===== src/rtl/addr_region_checker_pkg.sv =====
// Shared types and pure helpers for the address region checker.
// Region bounds are stored at the widest supported XLEN and zero-extended.
package addr_region_checker_pkg;

  localparam int ADDR_MAX_W = 64;
  localparam int IALIGN_16  = 16;
  localparam int IALIGN_32  = 32;

  localparam logic [1:0] SIZE_B = 2'd0;
  localparam logic [1:0] SIZE_H = 2'd1;
  localparam logic [1:0] SIZE_W = 2'd2;
  localparam logic [1:0] SIZE_D = 2'd3;

  typedef struct packed {
    logic [ADDR_MAX_W-1:0] base;
    logic [ADDR_MAX_W-1:0] limit;
    logic                  en;
    logic                  lock;
  } region_cfg_t;

  function automatic logic x_in_range(input region_cfg_t r, input logic [ADDR_MAX_W-1:0] addr);
    return r.en && (r.base <= addr) && (addr <= r.limit);
  endfunction

  function automatic logic misaligned(input logic [2:0] lo, input logic fetch,
                                      input logic [1:0] size, input int ialign,
                                      input int xlen);
    logic m;
    if (fetch) begin
      m = (ialign == IALIGN_32) ? (lo[1:0] != 2'b00) : lo[0];
    end else begin
      case (size)
        SIZE_B:  m = 1'b0;
        SIZE_H:  m = lo[0];
        SIZE_W:  m = (lo[1:0] != 2'b00);
        default: m = (xlen == 32) ? 1'b1 : (lo != 3'b000);
      endcase
    end
    return m;
  endfunction

endpackage


===== src/rtl/addr_region_checker_region_match.sv =====
// Combinational per-region compare and lowest-index priority encoder.
module addr_region_checker_region_match
  import addr_region_checker_pkg::*;
#(
  parameter int REGION_NUM = 4,
  parameter int IDX_W      = 2
) (
  input  region_cfg_t                 regions [REGION_NUM],
  input  logic [ADDR_MAX_W-1:0]       addr,
  output logic                        hit,
  output logic [IDX_W-1:0]            idx
);

  logic [REGION_NUM-1:0] match;

  always_comb begin
    match = '0;
    for (int i = 0; i < REGION_NUM; i++) begin
      match[i] = x_in_range(regions[i], addr);
    end
  end

  // Scan high to low so the lowest matching index is the last one written.
  always_comb begin
    hit = 1'b0;
    idx = '0;
    for (int i = REGION_NUM - 1; i >= 0; i--) begin
      if (match[i]) begin
        hit = 1'b1;
        idx = IDX_W'(i);
      end
    end
  end

endmodule


===== config.mk =====
export PLATFORM = sky130hd
export DESIGN_NAME = addr_region_checker_region_match
export DESIGN_NICKNAME = d
export VERILOG_FILES = /design/src/rtl/addr_region_checker_pkg.sv /design/src/rtl/addr_region_checker_region_match.sv
export SDC_FILE = /design/constraint.sdc
export NUM_CORES = 1
export LEC_CHECK = 0
export CAP_MARGIN = 20
export CORE_AREA = 2 2 228 230
export DETAILED_ROUTE_END_ITERATION = 10
export DIE_AREA = 0 0 230 232
export PLACE_DENSITY = 0.63
export SYNTH_ARGS = -nofsm -noshare
export SYNTH_HDL_FRONTEND = slang
export SYNTH_SLANG_ARGS = --single-unit

===== constraint.sdc =====
create_clock -name vclk -period 7.4
set_input_delay 0.74 -clock vclk [all_inputs]
set_output_delay 0.74 -clock vclk [all_outputs]
set_load 0.01 [all_outputs]

# Word-level counts from Yosys, hierarchy flattened
# Index checks and enable logic that the tools add are counted.
# W data, S select, Z words.
dict set report totals {
  latchBits 0
  mem_bits_ro 0
  memories 0
  out_inout_bits 3
  inputBits 584
  wordCells 24
  ff_bits 0
  ram_bits 0
}
dict set report classes {
  n_shift 0
  n_mul 0
  addsub 0
  muxes 8
  div 0
  n_reduce_logical 8
  eq_ne 0
  bitwise 0
  n_lt_le_gt_ge 8
}
# cell n
set ops {}
lappend ops {{$le A64 B64 Y1} 8}
lappend ops {{$logic_and A1 B1 Y1} 8}
lappend ops {{$mux W2} 4}
lappend ops {{$mux W1} 4}

# Logic depth before layout (Yosys ltp)
# Gate-level depths: netlist of the first run.
dict set report depth {
  depth_word 7
  depth_mapped 11
}

# Worst setup path before layout of the first run
# OpenSTA, ideal clock, no wires.
dict set report synth_timing {
  path_kind {input port to output port}
  start {input port addr[1]}
  end {output port idx[0]}
  required_ns 6.660
  path_slack_ns 3.960
  t_arrival_ns 2.700
  stages 11
  path_cell_list {inv_1 > ha_1 > nor2b_4 > o211ai_2 > a21boi_0 > or4b_1 > a211oi_1 > o21ai_0 > a211oi_1 > nand2b_1 > a21oi_1}
}
dict set report synth_via {
  elab_chain_cells 7
}
# element line
set synth_rtl {}
lappend synth_rtl {{start, declared} addr_region_checker_region_match.sv:9} ;# input logic [ADDR_MAX_W-1:0] addr,
lappend synth_rtl {{$le A64 B64 Y1} addr_region_checker_pkg.sv:22} ;# return r.en && (r.base <= addr) && (addr <= r.limit);
lappend synth_rtl {{$logic_and A1 B1 Y1 (2 in series)} addr_region_checker_pkg.sv:22}
lappend synth_rtl {{$mux W2 (3 in series)} addr_region_checker_region_match.sv:28} ;# if (match[i]) begin
lappend synth_rtl {{$mux W2 *} addr_region_checker_region_match.sv:28}
lappend synth_rtl {{end, declared} addr_region_checker_region_match.sv:11} ;# output logic [IDX_W-1:0] idx
# Mark *: on every way between the ends. The rest lies on a longest branch, timed or not.

# Final worst setup path of the first run
dict set report layout_timing {
  start {input port addr[53]}
  end {output port idx[1]}
}
# The elaborated chain is that of the path after synthesis.

==> results of run 1 <==
[area by class of cell]
type / instances / share of cell area
diodes: 2 / 0.000264
inverters: 329 / 0.0652
multi-input cells: 1313 / 0.580
well taps: 680 / 0.0449
repair buffers: 587 / 0.310
[cells in the final DEF, fill, tap and decap left out, types with 3 or more instances in the layout]
cell type,n
ha_1,512
a22oi_1,4
a211oi_1,20
nor2b_1,19
o21ai_0,77
a221oi_1,8
a21oi_1,199
nand2_1,110
nor3_1,13
a2111oi_0,3
a221o_1,5
inv_1,329
o21a_1,5
a31oi_1,6
a21boi_0,5
o211a_1,3
a21o_1,67
nand4_1,84
or3_1,3
nand2b_1,10
o31ai_1,3
and4_1,17
nor4_1,15
o211ai_1,14
buf_4,4
clkdlybuf4s50_1,583
nor2_1,46
and3_1,5
nand3_1,27
[routing by layer]
layer,vias up,global-route usage,routed length [um]
met1,6482,0.255,25200
met3,52,0.0386,3510
li1,7164,-,-
met5,-,0,149
met4,24,0.0248,881
met2,431,0.435,31500
[power groups by stage]
stage | Clock, mW | Combinational [mW] | Sequential [mW]
3_5_place_dp | 0 | 1.02 | 0
2_1_floorplan | 0 | 0.470 | 0
4_1_cts | 0 | 1.02 | 0
5_1_grt | 0.0000000181 | 1.14 | 0
6_report | 0.0000000362 | 1.01 | 0
3_3_place_gp | 0 | 0.984 | 0
[kinds of logic after synthesis]
group,synth area share
AOI/OAI and AO/OA,0.213
adders and majority gates,0.524
and+or+nand+nor,0.162
buffers and inverters,0.101
[per-stage QoR]
stage	setup slack (ns)	cells
CTS	1.58	2909
global placement	1.63	2909
floorplan	3.96	1642
finish	1.83	2911
detailed placement	1.59	2909
global route	1.47	2910
[path summary, 6_finish.rpt]
kind	start	end	slack, ns	cells past startpoint
setup / recovery	addr[53]	idx[1]	1.83	12
hold / removal	regions[261]	idx[0]	2.90	7
[critical path, cell delays in order]
cell and delay, ns:
clkdlybuf4s50_1 0.73, inv_1 0.20, ha_1 0.34, nand4_1 0.19
nor4_4 0.38, nand3_2 0.23, nor4b_2 0.55, nand4_1 0.28
a211oi_1 0.35, or2_1 0.15, and2_1 0.12, clkdlybuf4s50_1 0.55
[cell usage after synthesis, types with 8 or more instances]
| cell type | number | share of area |
|---|---|---|
| a21o_1 | 67 | 0.041 |
| nor3_1 | 13 | 0.0053 |
| ha_1 | 512 | 0.52 |
| nand2b_1 | 10 | 0.0051 |
| o211ai_1 | 14 | 0.0086 |
| nor2_1 | 46 | 0.014 |
| and4_1 | 17 | 0.012 |
| a21oi_1 | 199 | 0.081 |
| o21ai_0 | 77 | 0.032 |
| a211oi_1 | 20 | 0.012 |
| nand4_1 | 84 | 0.043 |
| nand3_1 | 27 | 0.011 |
| nand2_1 | 110 | 0.034 |
| nor2b_1 | 19 | 0.0097 |
| nor4_1 | 15 | 0.0077 |
| a221oi_1 | 8 | 0.0057 |
| inv_1 | 329 | 0.10 |
==> impl_metrics.csv, run 1 <==
group,metric,value,unit
flow_run,cap_violations,0,
critical_path,crit_type,"in -> out",
grt,grt_pass1_vias,15100,
power_and_ir_drop,power_density,53.5,nW/um2
route,wire_per_inst,21.1,um
floorplan,initial_core_util,0.240,
yosys,avgSynthCellArea,7.45,um2
yosys,yosys_warnings,0,
yosys,netlist_instances,1642,
floorplan,core_area,50900,um2
sta,fin_setup_tns,0,ns
sta,rsz0062_at_grt,"no",
sta,max_slew.worst_pin.slew,1.24,ns
grt,overflow,0,
clocking,post_cts.repair.setup_buffers,0,
grt,grt_max_degree,6,
floorplan,die_area,53400,um2
placed_design,place.detailed.hpwl,57.1,mm
critical_path,cp.required,6.66,ns
route,dr.pass1.iters,5,
outcome,outcome,"completed",
final_layout,nets,3327,
sta,min_period,5.57,ns
yosys,synth_nets,2738,
placed_design,gp_congestion,0.915,
sta,hold_viol,0,
critical_path,cp-start-kind,"input pin",
floorplan,io_pins,587,
grt,grt_pass1_wl,89.9,mm
power_and_ir_drop,peakVddDrop,0.0300,mV
placed_design,portBuffers,583,
route,ant_nets,0,
route,wirelength,61.3,mm
route,first_iter_violations,459,
grt,antenna_found_initial,15,
route,viasPerCell,4.86,
power_and_ir_drop,clkPwrFrac,0,
final_layout,seq_area,0,um2
sta,holdWs,2.90,ns
grt,grt_use_total,0.222,
final_layout,seq_cells,0,
power_and_ir_drop,total_power,1.01,mW
sta,fmax,179,MHz
final_layout,final_core_util,0.372,
final_layout,clockBufferCount,0,
yosys,syn_area,12200,um2
sta,fin_crit_sh,0.753,
power_and_ir_drop,p_seq_frac,0,
yosys,ys_types,51,
floorplan,die_h,232,um
final_layout,syn2layout_area_growth,55.0,%
route,drc,0,
power_and_ir_drop,internal_power,0.542,mW
floorplan,rows,83,
hold_path,hold_class,"in -> out",
clocking,cts-hold-fix-buffers,0,
floorplan,die-width,230,um
placed_design,dpl-instance-area,18900,um2
power_and_ir_drop,p_leak,9.67,nW
final_layout,drive_gt1_frac,0.00718,
route,via_count,14200,
power_and_ir_drop,p_sw,0.472,mW
sta,setup-violations-final,0,
critical_path,end_kind,"output pin",
sta,slew_viol_final,0,
final_layout,multi_input_area,11000,um2
power_and_ir_drop,p_comb_frac,1.000,
yosys,ys_seq_area_frac,0,
critical_path,critPathArrivalTime,4.83,ns
final_layout,n_fill_cell,5291,
critical_path,path_max_fanout,5,
power_and_ir_drop,p_sw_frac,0.466,
sta,slew_headroom,0.165,
final_layout,fin_area,18900,um2
clocking,cts_resized,0,
Power figures use the tool's default switching activity.
==> run 2, diff against run 1 <==
Settings changed: PLACE_DENSITY 0.63 to 0.65.
Clock period 7.4 ns to 4.5 ns, I/O delays scaled along.
==> run 2 against run 1 <==
Design area grew 5.0%. Via count rose by 4.3%. Wire length is 7.5% higher. Combinational power is 76% higher. First-iteration DRC count is 34% higher. Critical path depth up 1. Sequential share of layout area is the same. Core utilization up 1.9 points. Hold slack got worse by 0.59 ns. Critical path type unchanged. Critical endpoint is now idx[0]. Largest cell class unchanged. Highest routed layer unchanged.
==> impl_metrics.csv, run 2 (same netlist as run 1, synthesis figures left out) <==
group,metric,value,unit
critical_path,end_kind,"output pin",
route,first_iter_violations,615,
final_layout,fin_area,19900,um2
final_layout,final_common_cell,"clkdlybuf4s50_1",
grt,grt_max_degree,6,
route,via_count,14800,
power_and_ir_drop,p_sw,0.834,mW
critical_path,cp.required,4.05,ns
critical_path,crit_type,"in -> out",
critical_path,crit_buf_inv,4,
sta,layout_setup_ws,0.0225,ns
route,wire_per_inst,21.8,um
power_and_ir_drop,p_seq_frac,0,
route,ant_nets,0,
route,drc,0,
critical_path,crit_chain,"clkdlybuf4s50_1, buf_4, inv_1, ha_1, nand4_2, nor4_4, nand3_2, nor4b_4, nand4_1, a211oi_2, nand2b_1, a21oi_4, clkdlybuf4s50_1",
floorplan,io_pins,587,
floorplan,die-width,230,um
power_and_ir_drop,p_sw_frac,0.468,
route,viasPerCell,4.88,
flow_run,cap_violations,0,
grt,grt_pass1_wl,94.0,mm
critical_path,cpPeakStageDelay,0.56,ns
sta,max_slew.worst_pin.slew,0.585,ns
placed_design,place.detailed.hpwl,61.7,mm
sta,slew_viol_final,0,
critical_path,path_common_cell,"clkdlybuf4s50_1",
sta,holdWs,2.31,ns
grt,antenna_found_initial,18,
critical_path,cp-start-kind,"input pin",
power_and_ir_drop,p_leak,10.3,nW
final_layout,syn2layout_area_growth,62.7,%
critical_path,cp_top_family,"simple AND/OR/NAND/NOR gates",
sta,slew_headroom,0.600,
floorplan,die_area,53400,um2
placed_design,dp_slack,-0.680,ns
grt,overflow,0,
final_layout,nets,3436,
route,dr.pass1.iters,5,
power_and_ir_drop,internal_power,0.946,mW
final_layout,seq_cells,0,
placed_design,portBuffers,583,
power_and_ir_drop,peakVddDrop,0.0405,mV
final_layout,seq_area,0,um2
sta,fin_crit_sh,0.995,
grt,grt_use_total,0.236,
placed_design,gp_congestion,1.01,
floorplan,initial_core_util,0.240,
floorplan,core_area,50900,um2
power_and_ir_drop,power_density,89.5,nW/um2
grt,grt_pass1_vias,15500,
final_layout,drive_gt1_frac,0.0599,
route,wirelength,65.9,mm
power_and_ir_drop,clkPwrFrac,0,
final_layout,final_cell_mix,"569 x clkdlybuf4s50_1, 512 x ha_1, 327 x inv_1",
outcome,outcome,"completed",
hold_path,hold_class,"in -> out",
sta,hold_viol,0,
critical_path,crit_slowest_cell,"clkdlybuf4s50_1",
final_layout,clockBufferCount,0,
sta,fin_setup_tns,0,ns
power_and_ir_drop,p_comb_frac,1.000,
sta,fmax,223,MHz
placed_design,dpl-instance-area,19700,um2
floorplan,die_h,232,um
sta,setup-violations-final,0,
critical_path,path_max_fanout,5,
floorplan,rows,83,
sta,min_period,4.48,ns
critical_path,critPathArrivalTime,4.03,ns
sta,rsz0062_at_grt,"yes",
run 2: changes by cell type in the layout (fill, tap and decap cells not counted), moves of 4 or more:
cell             previous run  this run
diode_2                     2         9
buf_4                       4       113
nor4_4                      1         5
dlygate4sd2_1               0        12
clkdlybuf4s50_1           583       569
nor4_1                     15        10
run 2: cell type report:
cell class / instances / area [um2]
repair buffers: 696 / 6670
diodes: 9 / 22.5
inverters: 329 / 1230
fillers: 5244 / 31000
well taps: 680 / 851
multi-input cells: 1313 / 11100
run 2: stage by stage:
stage,instances,utilization,power [mW]
5_1_grt,3025,0.391,1.99
6_report,3027,0.391,1.78
2_1_floorplan,1642,-,0.774
4_1_cts,3017,0.390,1.79
3_5_place_dp,3014,0.388,1.77
3_3_place_gp,3014,0.388,1.72
run 2: worst paths after layout:
| kind | from | end | cells past startpoint |
|---|---|---|---|
| setup / recovery | addr[57] | idx[0] | 13 |
| hold / removal | regions[407] | hit | 9 |
run 2: routing by layer:
layer,wire [um],global-route usage
met3,4440,0.0484
met4,2480,0.0813
met1,26600,0.271
met2,32300,0.433
met5,125,0
run 2: timing repair:
| item | in CTS | in global routing |
|---|---|---|
| endpoints found under the setup margin | 3 | 2 |
| gates resized for setup | 34 | 3 |
| pin swaps | 9 | 6 |
| buffers inserted | 3 | 1 |
| hold buffers | 0 | 0 |
run 2: power by group through the flow:
stage | clock (mW) | combinational, mW | sequential, mW
after floorplan | 0 | 0.774 | 0
after global placement | 0 | 1.72 | 0
after detailed placement | 0 | 1.77 | 0
after CTS | 0 | 1.79 | 0
after global routing | 0.000000209 | 1.99 | 0
final | 0.000000214 | 1.78 | 0
